==> src/rtl/osc_gen.sv <==
// Emulated clock generator: counts granted emulator timesteps against programmable low/high phase durations.
// Optional build macro OSC_GEN_CNT_EN adds a 32-bit rising-edge counter output cyc_cnt_o.
module osc_gen #(
    parameter int TW      = 32,
    parameter int INIT_HI = 0
) (
    input  logic          clk_i,
    input  logic          rst_ni,
    input  logic          en_i,
    input  logic [TW-1:0] t_lo_i,
    input  logic [TW-1:0] t_hi_i,
    output logic [TW-1:0] dt_req_o,
    input  logic [TW-1:0] dt_i,
    output logic          clk_o,
    output logic          rise_o,
    output logic          fall_o,
    output logic          err_o
`ifdef OSC_GEN_CNT_EN
    ,
    output logic [31:0]   cyc_cnt_o
`endif
);

    typedef enum logic {
        LO = 1'b0,
        HI = 1'b1
    } phase_t;

    localparam phase_t RST_PHASE = (INIT_HI != 0) ? HI : LO;

    phase_t        phase;
    phase_t        next_phase;
    logic [TW-1:0] rem;
    logic          loaded;
    logic [TW-1:0] lo_dur;
    logic [TW-1:0] hi_dur;
    logic [TW-1:0] cur_dur;
    logic [TW-1:0] next_dur;
    logic          toggle;

    // A zero duration is clamped to one so a phase never lasts zero time.
    assign lo_dur     = (t_lo_i == '0) ? TW'(1) : t_lo_i;
    assign hi_dur     = (t_hi_i == '0) ? TW'(1) : t_hi_i;
    assign next_phase = (phase == HI) ? LO : HI;
    assign cur_dur    = (phase == HI) ? hi_dur : lo_dur;
    assign next_dur   = (next_phase == HI) ? hi_dur : lo_dur;

    // An overrun grant (dt_i > rem) is handled as an exact hit: one toggle only.
    assign toggle = en_i && loaded && (dt_i != '0) && (dt_i >= rem);

    assign dt_req_o = en_i ? rem : '1;
    assign clk_o    = (phase == HI);

    // rem is meaningless until the first enabled edge after reset loads it.
    always_ff @(posedge clk_i or negedge rst_ni) begin
        if (!rst_ni) begin
            phase  <= RST_PHASE;
            rem    <= '1;
            loaded <= 1'b0;
            rise_o <= 1'b0;
            fall_o <= 1'b0;
            err_o  <= 1'b0;
        end else begin
            rise_o <= 1'b0;
            fall_o <= 1'b0;
            if (en_i) begin
                if (!loaded) begin
                    rem    <= cur_dur;
                    loaded <= 1'b1;
                end else if (toggle) begin
                    if (dt_i > rem) begin
                        err_o <= 1'b1;
                    end
                    phase  <= next_phase;
                    rem    <= next_dur;
                    rise_o <= (next_phase == HI);
                    fall_o <= (next_phase == LO);
                end else if (dt_i != '0) begin
                    rem <= rem - dt_i;
                end
            end
        end
    end

`ifdef OSC_GEN_CNT_EN
    // Counts at the same edge that raises rise_o, so the count and strobe line up.
    always_ff @(posedge clk_i or negedge rst_ni) begin
        if (!rst_ni) begin
            cyc_cnt_o <= '0;
        end else if (toggle && (next_phase == HI)) begin
            cyc_cnt_o <= cyc_cnt_o + 32'd1;
        end
    end
`endif

endmodule

==> config.mk <==
export PLATFORM = sky130hd
export DESIGN_NAME = osc_gen
export DESIGN_NICKNAME = d
export VERILOG_FILES = /design/src/rtl/osc_gen.sv
export SDC_FILE = /design/constraint.sdc
export NUM_CORES = 1
export LEC_CHECK = 0
export CAP_MARGIN = 5
export CORE_ASPECT_RATIO = 1.1
export CORE_MARGIN = 2
export CORE_UTILIZATION = 40
export CTS_CLUSTER_DIAMETER = 60
export DETAILED_ROUTE_END_ITERATION = 8
export PLACE_DENSITY = 0.7
export SKIP_CTS_REPAIR_TIMING = 1
export SLEW_MARGIN = 40
export SYNTH_ARGS = -nofsm -noshare
export SYNTH_HDL_FRONTEND = slang
export SYNTH_SLANG_ARGS = --single-unit
==> constraint.sdc <==
create_clock -name clk_i -period 3.85 [get_ports clk_i]
set_input_delay 0.77 -clock clk_i [delete_from_list [all_inputs] [get_ports clk_i]]
set_output_delay 0.77 -clock clk_i [all_outputs]
set_load 0.02 [all_outputs]
# Word level (Yosys, flattened, before mapping)
# Cells that the tools add are included.
[totals]
latchBits = 0
romBits = 0
input_bits = 99
ram_bits = 0
out_inout_bits = 36
word_cells = 34
reg_bits = 37
memories = 0
[op_classes]
reduce_logical = 9
n_shift = 0
magnitude_cmp = 2
n_addsub = 1
bitwise = 0
muxes = 15
mul = 0
div = 0
n_eq_ne = 1
[op_table]
columns = ["operator", "n"]
rows = [
  ["32-bit two-way mux", 8],
  ["32-bit logical NOT", 2],
  ["32-bit >= comparator", 1],
  ["32-bit greater-than comparator", 1],
  ["32-bit nonzero test", 1],
  ["32-bit subtractor", 1],
  ["1-bit two-way mux", 7],
  ["4-bit AND reduction", 1],
  ["1-bit logical AND", 3],
  ["3-bit by 1-bit inequality test with 1-bit output (second input constant)", 1],
  ["3-bit AND reduction", 1],
  ["2-bit AND reduction", 1],
]

# Longest topological paths before layout
# Gate-level depths: netlist of run 1.
[depth]
depth_word = 6
depth_mapped = 14
depth_no_buf = 12

# Worst setup path before layout of run 1
# OpenSTA, ideal clock, no wires.
[synth_timing]
path_type = "in2reg"
start = "input port dt_i[0]"
end = "register rem[28]"
stages = 11
required_time_ns = 3.775
path_slack_ns = 0.833
arrival_ns = 2.942
setup_ns = 0.075
n_path_buf = 0
path_cell_list = "ha_1 > inv_1 > fa_1 > a211oi_1 > o211ai_1 > nand4b_1 > a21oi_1 > o41a_1 > a21oi_1 > mux2_2 > o211ai_2"
[synth_via]
elab_chain_cells = 5
elab_cells_between_ends = 10
cone_classes = "add/sub (1); order compare (1); eq/ne (1); mux (3); reduce/logical (4)"
[synth_lines]
columns = ["element", "line", "text"]
rows = [
  ["start: declaration", "13", "input logic [TW-1:0] dt_i,"],
  ["parallel branches: the longest is 5 deep, another holds 32-bit subtractor", "--", ""],
  ["end signal: assignment", "68", "rem <= cur_dur;"],
  ["end signal: assignment", "75", "rem <= next_dur;"],
  ["end signal: assignment", "79", "rem <= rem - dt_i;"],
  ["end: declaration", "33", "logic [TW-1:0] rem;"],
]
# Several ways; the timed one is not identified. The select of a mux whose other input is x is not followed.
# A chain may end at the register's enable or synchronous reset.

# Worst setup path after layout of run 1
[layout_timing]
start = "input port dt_i[5]"
end = "register rem[13]"
# Same word-level chain as after synthesis.

==> summary.md, run 1 <==
| Metric | Value |
|---|---|
| Max Used Layer | met4 |
| Final setup viols | 0 |
| RSZ-0062 raised after global routing | false |
| Final hold vios | 0 |
| Status | completed |
| Cells after synthesis | 628 |
| Share of flip-flops with an asynchronous set or reset | 100% |
| Largest cells by area after synthesis | dfstp_2 (17%), mux2i_1 (11%), ha_1 (8.1%) |
| Hold Path Class | reg -> reg |
| CP required | around 4000 ps |
| Slew Limit Fails | 0 |
| Mapped Area | 4960 µm² |
| First-pass GRT wire length | 27200 µm |
| Sequential Area | 970 µm² |
| Post-synth top cells | a21oi_1 (57), mux2i_1 (53), nand2_1 (52), inv_1 (39), nand2b_1 (38) |
| Seq/Total Area, Yosys | around a fifth |
| Met3 wire length | 1050 µm |
| I/O Pins | 135 |
| Post-synthesis net count | 760 |
| Layout Nets | 894 |
| Final instance area | 6700 µm² |
| Synth Area in Simple Gates | about a quarter |
| Yosys cell types | 70 |
| Area of the multi-input gates | 3660 µm² |
| Die area | roughly 13000 µm² |
| Power per cell area | between 700 and 800 nW/µm² |
| Largest area contributor in the netlist | dfstp_2 |
| Post-DP HPWL | 13800 µm |
| Drt pass-1 iters | 7 |
| Kind of critical path | in -> reg |
| Area after DPL | 6570 µm² |
| Overall power | 4.77 mW |
| Final GP Congestion | 0.921 |
| Warning count from the yosys run | 0 |
| Initial core utilization | 41.0% |
| TritonCTS clock tree | built |
| EDFF count, synth | 0 |
| Worst slew margin | 56.5% |
| Die width | 110 µm |
| Root buffer cell | clkbuf_16 |
| Initial antenna violation count | 0 |
| Critical Path, Cell by Cell | clkdlybuf4s50_1, inv_1, ha_1, o211ai_1, o211ai_1, nand4b_1, a211oi_2, a211oi_4, buf_12, o311ai_0, buf_4, o21ai_0 |
| Worst Path Arrival | 3800 ps |
| Worst-path clk slew | ~60 ps |
| Met1 Routed Length | 7210 µm |
| Mux cell area share after synthesis | 13.0% |
| Syn-to-layout area delta | 35.2% |
| Via density | 5.92 |
| Largest family of logic cells by synthesized area | simple AND/OR/NAND/NOR gates |
| Vias in the first global route | 5313 |
| H-tree levels | 2 |
| DR iter-0 viols | 341 |
| Via count | 5428 |
| CTS Sinks | 37 |
| Fmax | 278 MHz |
| Max_cap viols | 0 |
| FF+latch count, synth | 37 |
| Setup crit end kind | flip-flop |
| ANT cells | 0 |
| Synth Area in XOR/XNOR | 4.77% |
| Final period util | 93.3% |
| Fillcell total | 1182 |
| Port bufs | ~130 |
| Worst r2r src | rem[0] |
| Mean routed wirelength per cell | 19.1 µm |
| Yosys top cell area share | approximately 17% |
| Synth Area in Compound Gates | 23.2% |
| Gr ovfl total | 0 |
| Hold wc startpoint | err_o |
| Final WL | approximately 18000 µm |
| Mean Syn Cell Area | 7.90 µm² |
| Maximum fanout along the worst path | 21 |
| Core area | 12100 µm² |
| Detailed-route DRC error count | 0 |
| Synth Flop Type | dfstp_2 |
| Most frequent cell after synthesis | a21oi_1 |
| DIE HEIGHT | roughly 120 µm |
| CTS Buf Count | 5 |
| Largest net degree at the start of global routing | 46 |
| Routed wl met2 | 8750 µm |
| Worst-skew pair later-pin latency | 290 ps |
| Maximum VDD drop | 260 µV |
| Worst setup path startpoint | dt_i[5] |
| Post-synthesis adder-cell area fraction | under 10% |
| Crit path largest cell delay | about 500 ps |
| Fin crit period | 3590 ps |
| Antenna Nets Post-Route | 0 |
| Critical path startpoint category | input port |
| Actual slew at the worst max-slew pin | 652 ps |
| Pleak | 2.80 nW |
| Placement Rows | 42 |
| CTS Buffer Depth | 2 |
| Most frequent CP cell | o211ai_1 |
| Worst path slowest cell | clkdlybuf4s50_1 |
| Layout cells sized above 1 | 13.2% |
| Setup Skew | roughly 6.9 ps |
| Gr usage total | 26.4% |
## layer usage
metal	vias to the layer above	global-route usage (%)
met5	-	0
met3	40	3.18
li1	2595	-
met4	0	9.06
met1	2564	32.7
met2	229	46.4
## layout make-up
| cell class | count | area share (%) |
|---|---|---|
| Clock inverter | 2 | 0.149 |
| Clock buffer | 6 | 1.92 |
| Multi-Input combinational cell | 514 | 54.6 |
| Tap cell | 154 | 2.87 |
| Inverter | 40 | 2.24 |
| Timing Repair Buffer | 164 | 23.7 |
| Sequential cell | 37 | 14.5 |
## cells by family (layout without fill, tap and decap cells)
| logic type | after synthesis | in the layout |
|---|---|---|
| muxes | 63 | 63 |
| AOI/OAI and AO/OA | 169 | 169 |
| and+or+nand+nor | 222 | 222 |
| DFF | 37 | 37 |
| buffers and inverters | 77 | 212 |
| adders and majority gates | 33 | 33 |
| xor gates and xnor gates | 27 | 27 |
## path summary, 6_finish.rpt
path / to / slack (ps) / cells past startpoint
hold reg to reg: err_o / 460 / 1
min in group asynchronous: err_o / 920 / 2
max in group asynchronous: clk_o / 2520 / 2
setup reg to reg: rem[13] / 620 / 13
setup / recovery: rem[13] / 260 / 12
hold / removal: err_o / 460 / 1
## where the power goes
group	switching [mW]	internal (mW)	leakage [nW]
logic	1.82	1.59	2.34
clock network	0.179	0.239	0.0706
registers	0.235	0.703	0.391
total	2.23	2.54	2.80
## worst max-delay path: cells and delay by family
family,cells,cell delay (ps)
compound gates,6,1480
fa+ha+maj,1,370
buf+inv,4,910
simple gates,1,260
## stage by stage
| stage | cells | setup TNS (ps) | hold WS (ps) | worst slack, ps | util [%] |
|---|---|---|---|---|---|
| after floorplan | 628 | 0 | 450 | 833 | - |
| after detailed placement | 909 | -2.43 | 447 | -2.43 | 54.3 |
| after global routing | 917 | 0 | 480 | 137 | 55.5 |
| final | 917 | 0 | 458 | 257 | 55.5 |
| after CTS | 917 | 0 | 463 | 305 | 55.5 |
| after global placement | 909 | 0 | 446 | 43.0 | 54.3 |
## state kept, by name (all words and copies together) (netlist names)
register  flops
err_o         1
rem          32
fall_o        1
rise_o        1
clk_o         1
loaded        1
## cell usage in the layout (no fill, tap or decap), drive strengths merged, types with 4 or more instances in the layout
cell type,count
nand2,54
or2,4
nand4,11
clkbuf,6
a21o,9
a211oi,7
nand3,11
dfrtp,5
or3,5
dfstp,32
o211ai,7
a31oi,4
mux2,10
o21ai,34
a221oi,5
nand2b,38
nor2,32
clkdlybuf4s50,134
inv,39
o21bai,7
ha,32
xor2,13
nor3,26
xnor2,14
mux2i,53
a221o,9
buf,30
o221ai,7
nor4,29
a21oi,57
(Power assumes the default switching activity.)
==> run 2, diff against run 1 <==
--- a/config.mk
+++ b/config.mk
@@ -11,7 +11,7 @@
 export CORE_UTILIZATION = 40
 export CTS_CLUSTER_DIAMETER = 60
 export DETAILED_ROUTE_END_ITERATION = 8
-export PLACE_DENSITY = 0.7
+export PLACE_DENSITY = 0.68
 export SKIP_CTS_REPAIR_TIMING = 1
 export SLEW_MARGIN = 40
 export SYNTH_ARGS = -nofsm -noshare
==> summary.md, run 2 (synthesized netlist as in run 1, its figures left out) <==
| Metric | Value |
|---|---|
| Status | completed |
| Reg-to-reg endpoint | rem[18] |
| Via count | 5330 |
| Setup crit end kind | flip-flop |
| ANT cells | 0 |
| Die area | ~13000 µm² |
| Gr ovfl total | 0 |
| Final setup viols | 0 |
| Most frequent cells in the layout | clkdlybuf4s50_1 (133), a21oi_1 (57), mux2i_1 (53) |
| Largest net degree at the start of global routing | 46 |
| Max reg flops | 32 |
| Logic pwr share | a little over 70% |
| Hold Path Class | in -> async |
| Fmax | roughly 290 MHz |
| Worst r2r src | rem[0] |
| Final instance area | 6700 µm² |
| I/O Pins | 135 |
| CTS Buf Count | 5 |
| Initial core utilization | 41.0% |
| Drt pass-1 iters | 5 |
| CTS Buffer Depth | 2 |
| Clk pwr share | between 8 and 9% |
| Maximum VDD drop | 320 µV |
| Detailed-route DRC error count | 0 |
| Syn-to-layout area delta | 35.2% |
| Layout cells sized above 1 | 13.5% |
| Core area | 12100 µm² |
| Placement Rows | 42 |
| Layout Nets | slightly below 900 |
| R2R Setup Slk | 810 ps |
| Sequential Area | roughly 970 µm² |
| Worst-skew pair later-pin latency | 290 ps |
| H-tree levels | 2 |
| Setup Skew | about 4.2 ps |
| P_sw | 2.20 mW |
| Post-DP HPWL | 13900 µm |
| CP required | 4050 ps |
| Antenna Nets Post-Route | 0 |
| Die width | 110 µm |
| Worst slew margin | 55.6% |
| First-pass GRT wire length | 26800 µm |
| DR iter-0 viols | approximately 300 |
| Area of the multi-input gates | 3660 µm² |
| Mean routed wirelength per cell | 19.1 µm |
| Total negative slack | 0 ps |
| Worst-path clk slew | 60 ps |
| Slew Limit Fails | 0 |
| Final hold vios | 0 |
| Register-to-Register Path Depth | 11 |
| Actual slew at the worst max-slew pin | 667 ps |
| Pleak | around 2.8 nW |
| Power per cell area | between 700 and 800 nW/µm² |
| Max_cap viols | 0 |
| Gr usage total | 25.9% |
| Fin crit period | 3510 ps |
| Port bufs | 134 |
| Area after DPL | 6570 µm² |
| Commonest non-fill, non-tap cell in the layout | clkdlybuf4s50_1 |
| Via density | 5.81 |
| Final GP Congestion | between 0.9 and 1 |
| Worst Path Arrival | 3710 ps |
| Fillcell total | 1155 |
| TritonCTS clock tree | built |
| Net Sw Frac | between 40% and 50% |
| Register share of total power | 19.7% |
| CTS Sinks | 37 |
| Largest Register | rem |
| Int Pwr | 2.52 mW |
| DIE HEIGHT | 121 µm |
| Kind of critical path | in -> reg |
| RSZ-0062 raised after global routing | false |
| Vias in the first global route | 5354 |
| Final WL | 17500 µm |
| Maximum fanout along the worst path | 5 |
| Critical path startpoint category | input port |
| Root buffer cell | clkbuf_16 |
| Initial antenna violation count | 0 |
| Final period util | 91.1% |
-- run 2: cell count changes in the layout (fill, tap and decap cells not counted), sizes merged --
| cell | change |
|---|---|
| clkdlybuf4s50 | -1 |
| buf | +1 |
-- run 2: worst max path at each step --
stage                        from  cells after the start       to  slack [ps]
after CTS                 dt_i[0]                     12  rem[15]         340
after floorplan           dt_i[0]                     11  rem[28]         830
after global placement    dt_i[0]                     12  rem[28]         160
after global routing      dt_i[0]                     13  rem[10]         170
after detailed placement  dt_i[0]                     12  rem[15]          60
final                     dt_i[0]                     12  rem[12]         340
-- run 2: area by class of cell --
cell class                      count  share of cell area (%)
Clock inverter                      2                   0.149
Inverter                           40                    2.24
Tap cell                          154                    2.87
Clock buffer                        6                    1.92
Timing Repair Buffer              164                    23.7
Multi-Input combinational cell    514                    54.6
Sequential cell                    37                    14.5
-- run 2: worst max-delay path: stages --
cell,delay [ps]
clkdlybuf4s50_1,490
ha_1,170
inv_1,50
fa_1,390
a211oi_1,280
o211ai_1,170
nand4b_1,210
a211oi_2,120
a211oi_4,390
nor3_1,90
a221oi_1,410
o21ai_0,150
-- run 2: power groups by stage --
| stage | sequential (mW) | clock (mW) | combinational [mW] |
|---|---|---|---|
| after floorplan | 0.806 | 0 | 2.44 |
| after global placement | 0.925 | 0 | 3.29 |
| after detailed placement | 0.929 | 0 | 3.32 |
| after CTS | 0.926 | 0.417 | 3.35 |
| after global routing | 0.958 | 0.431 | 3.66 |
| final | 0.933 | 0.416 | 3.37 |
-- run 2: metrics by stage --
step / std cells / worst slack [ps] / utilization [%] / hold slack, ps / power [mW]
CTS: 917 / 339 / 55.5 / 466 / 4.69
global route: 917 / 171 / 55.5 / 478 / 5.05
detailed placement: 909 / 63.2 / 54.3 / 452 / 4.25
floorplan: 628 / 833 / - / 450 / 3.25
finish: 917 / 342 / 55.5 / 460 / 4.72
global placement: 909 / 158 / 54.3 / 446 / 4.22
-- run 2: routing by layer --
metal / vias up / wire (µm) / track usage [%]
li1: 2595 / - / -
met1: 2504 / 7420 / 32.6
met2: 201 / 8440 / 45.0
met3: 30 / 1110 / 3.34
met4: 0 / 519 / 9.14
met5: - / 0 / 0
==> run 3, diff against run 2 <==
--- a/config.mk
+++ b/config.mk
@@ -5,15 +5,17 @@
 export SDC_FILE = /design/constraint.sdc
 export NUM_CORES = 1
 export LEC_CHECK = 0
+export ABC_AREA = 1
 export CAP_MARGIN = 5
 export CORE_ASPECT_RATIO = 1.1
 export CORE_MARGIN = 2
 export CORE_UTILIZATION = 40
 export CTS_CLUSTER_DIAMETER = 60
 export DETAILED_ROUTE_END_ITERATION = 8
-export PLACE_DENSITY = 0.68
+export PLACE_DENSITY = 0.66
 export SKIP_CTS_REPAIR_TIMING = 1
 export SLEW_MARGIN = 40
 export SYNTH_ARGS = -nofsm -noshare
 export SYNTH_HDL_FRONTEND = slang
 export SYNTH_SLANG_ARGS = --single-unit
+export TNS_END_PERCENT = 20
==> summary.md, run 3 <==
| Metric | Value |
|---|---|
| Post-synthesis net count | 1300 |
| Seq/Total Area, Yosys | between 10% and 20% |
| TritonCTS clock tree | built |
| Final WL | about 21000 µm |
| Kind of critical path | in -> out |
| Worst path slowest cell | clkdlybuf4s50_1 |
| Largest area contributor in the netlist | nand2_1 |
| Via density | roughly 5 |
| Most frequent CP cell | clkdlybuf4s50_1 |
| Root buffer cell | clkbuf_16 |
| Hold Path Class | reg -> reg |
| CP required | 3080 ps |
| Share of flip-flops with an asynchronous set or reset | 100% |
| Fin crit period | around 3400 ps |
| Mean Syn Cell Area | 5.26 µm² |
| DIE HEIGHT | 134 µm |
| Antenna Nets Post-Route | 0 |
| Pre-CTS WS | about 280 ps |
| CTS Sinks | 37 |
| Warning count from the yosys run | 0 |
| Yosys top cell area share | 22.2% |
| Mean routed wirelength per cell | 14.1 µm |
| Slew Limit Fails | 0 |
| EDFF count, synth | 0 |
| Cells after synthesis | 1168 |
| Critical Path, Cell by Cell | clkdlybuf4s50_1, inv_1, buf_4, or2_2, clkdlybuf4s50_1 |
| Post-synth top cells | nand2_1 (363), inv_1 (233), nor2_1 (165), a21oi_1 (83), nand3_1 (69) |
| Initial antenna violation count | 0 |
| CTS Buffer Depth | 2 |
| Pleak | 4.29 nW |
| Overall power | between 5 and 6 mW |
| Maximum VDD drop | 278 µV |
| Mapped Area | 6150 µm² |
| Final setup viols | 0 |
| Synth Flop Type | dfstp_2 |
| Setup crit end kind | primary output |
| Placement Rows | 47 |
| Initial core utilization | 40.8% |
| Worst Slack Setup Final | 499 ps |
| Power per cell area | about 670 nW/µm² |
| Critical path startpoint category | input port |
| Crit path largest cell delay | 590 ps |
| Detailed-route DRC error count | 0 |
| Final GP Congestion | 0.938 |
| DR iter-0 viols | 580 |
| Max reg flops | 32 |
| Final period util | 87.1% |
| Die width | 122 µm |
| Post-DP HPWL | between 15000 and 20000 µm |
| First-pass GRT wire length | 33500 µm |
| Via count | a little over 7000 |
| Max_cap viols | 0 |
| Commonest non-fill, non-tap cell in the layout | nand2_1 |
| Worst-skew pair later-pin latency | between 200 and 300 ps |
| Vias in the first global route | between 6000 and 7000 |
| Layout Nets | about 1400 |
| Worst Path Arrival | 2580 ps |
| H-tree levels | 2 |
| Total negative slack | 0 ps |
| Status | completed |
| Port bufs | 134 |
| Actual slew at the worst max-slew pin | 771 ps |
| Gr usage total | 26.2% |
| Setup Skew | 4.99 ps |
| Final hold vios | 0 |
| Largest Register | rem |
| Drt pass-1 iters | 5 |
| Syn-to-layout area delta | 26.5% |
| ANT cells | 0 |
| CTS Buf Count | 5 |
| Fmax | between 200 and 300 MHz |
| Maximum fanout along the worst path | 25 |
| Worst slew margin | 48.3% |
| Layout cells sized above 1 | between 8 and 9% |
| FF+latch count, synth | 37 |
| Gr ovfl total | 0 |
| Most frequent cells in the layout | nand2_1 (363), inv_1 (232), nor2_1 (165) |
| RSZ-0062 raised after global routing | false |
| Largest cells by area after synthesis | nand2_1 (22%), inv_1 (14%), dfstp_2 (14%) |
| Largest net degree at the start of global routing | 43 |
| Core area | approximately 15000 µm² |
| Yosys cell types | 35 |
| Most frequent cell after synthesis | nand2_1 |
| Worst-path clk slew | ~60 ps |
| Die area | approximately 16000 µm² |
| I/O Pins | 135 |
[run 3: cell count changes after synthesis, sizes merged, moves of 10 or more]
cell | before | now
nor2 | 32 | 172
nand3 | 11 | 71
nor4 | 29 | 0
mux2 | 10 | 0
inv | 39 | 234
nand2b | 38 | 0
buf | 18 | 8
mux2i | 53 | 0
nand2 | 54 | 374
or2 | 4 | 31
nand4 | 11 | 22
nor3 | 26 | 2
o21ai | 34 | 49
a21oi | 57 | 87
[run 3: report_power, final]
part	leakage [nW]	switching [mW]	total, mW	internal [mW]
Sequential	0.392	0.301	1.00	0.700
Clock	0.0652	0.155	0.396	0.241
Combinational	3.84	2.42	3.82	1.41
Total	4.29	2.87	5.22	2.35
[run 3: cell type report]
type	count	area [µm²]
Clock buffer	8	136
Fill cell	1647	7280
Sequential cell	37	967
Tap cell	196	245
Timing Repair Buffer	144	1420
Inverter	237	890
Multi-Input combinational cell	860	4120
[run 3: through the flow]
step	cell area [µm²]	std cells	hold WS (ps)	utilization [%]
2_1_floorplan	6150	1168	474	-
3_3_place_gp	7640	1474	508	50.7
3_5_place_dp	7640	1474	509	50.7
4_1_cts	7780	1482	517	51.7
5_1_grt	7780	1482	537	51.7
6_report	7780	1482	515	51.7
[run 3: worst paths after layout]
| path | start | endpoint | slack [ps] | cells past startpoint |
|---|---|---|---|---|
| min in group asynchronous | rst_ni | err_o | 920 | 2 |
| max | en_i | dt_req_o[8] | 500 | 5 |
| min | rem[31] | rem[31] | 510 | 2 |
| max in group asynchronous | rst_ni | rem[27] | 2580 | 2 |
| max reg2reg | rem[0] | rem[27] | 970 | 18 |
| min reg2reg | rem[31] | rem[31] | 510 | 2 |
[run 3: worst max-delay path, delay by kind of cell]
kind | cells | cell delay [ps]
buffers and inverters | 4 | 1500
and+or+nand+nor | 1 | 300
[run 3: routing by layer]
layer | routed length, µm | GRT usage (%) | part of all wire, %
met3 | 1180 | 2.00 | 5.6
met1 | 9850 | 37.6 | 47
met2 | 9390 | 41.4 | 45
met4 | 544 | 8.37 | 2.6
met5 | 0 | 0 | 0
[run 3: cells by family (layout without fill, tap and decap cells)]
logic type | after synthesis | count (layout) | share of synthesized area (%)
AOI/OAI and AO/OA | 140 | 140 | 11.8
xor gates and xnor gates | 14 | 14 | 2.00
adders and majority gates | 33 | 33 | 6.84
buffers and inverters | 271 | 389 | 17.2
DFF | 37 | 37 | 15.7
and+or+nand+nor | 673 | 673 | 46.4
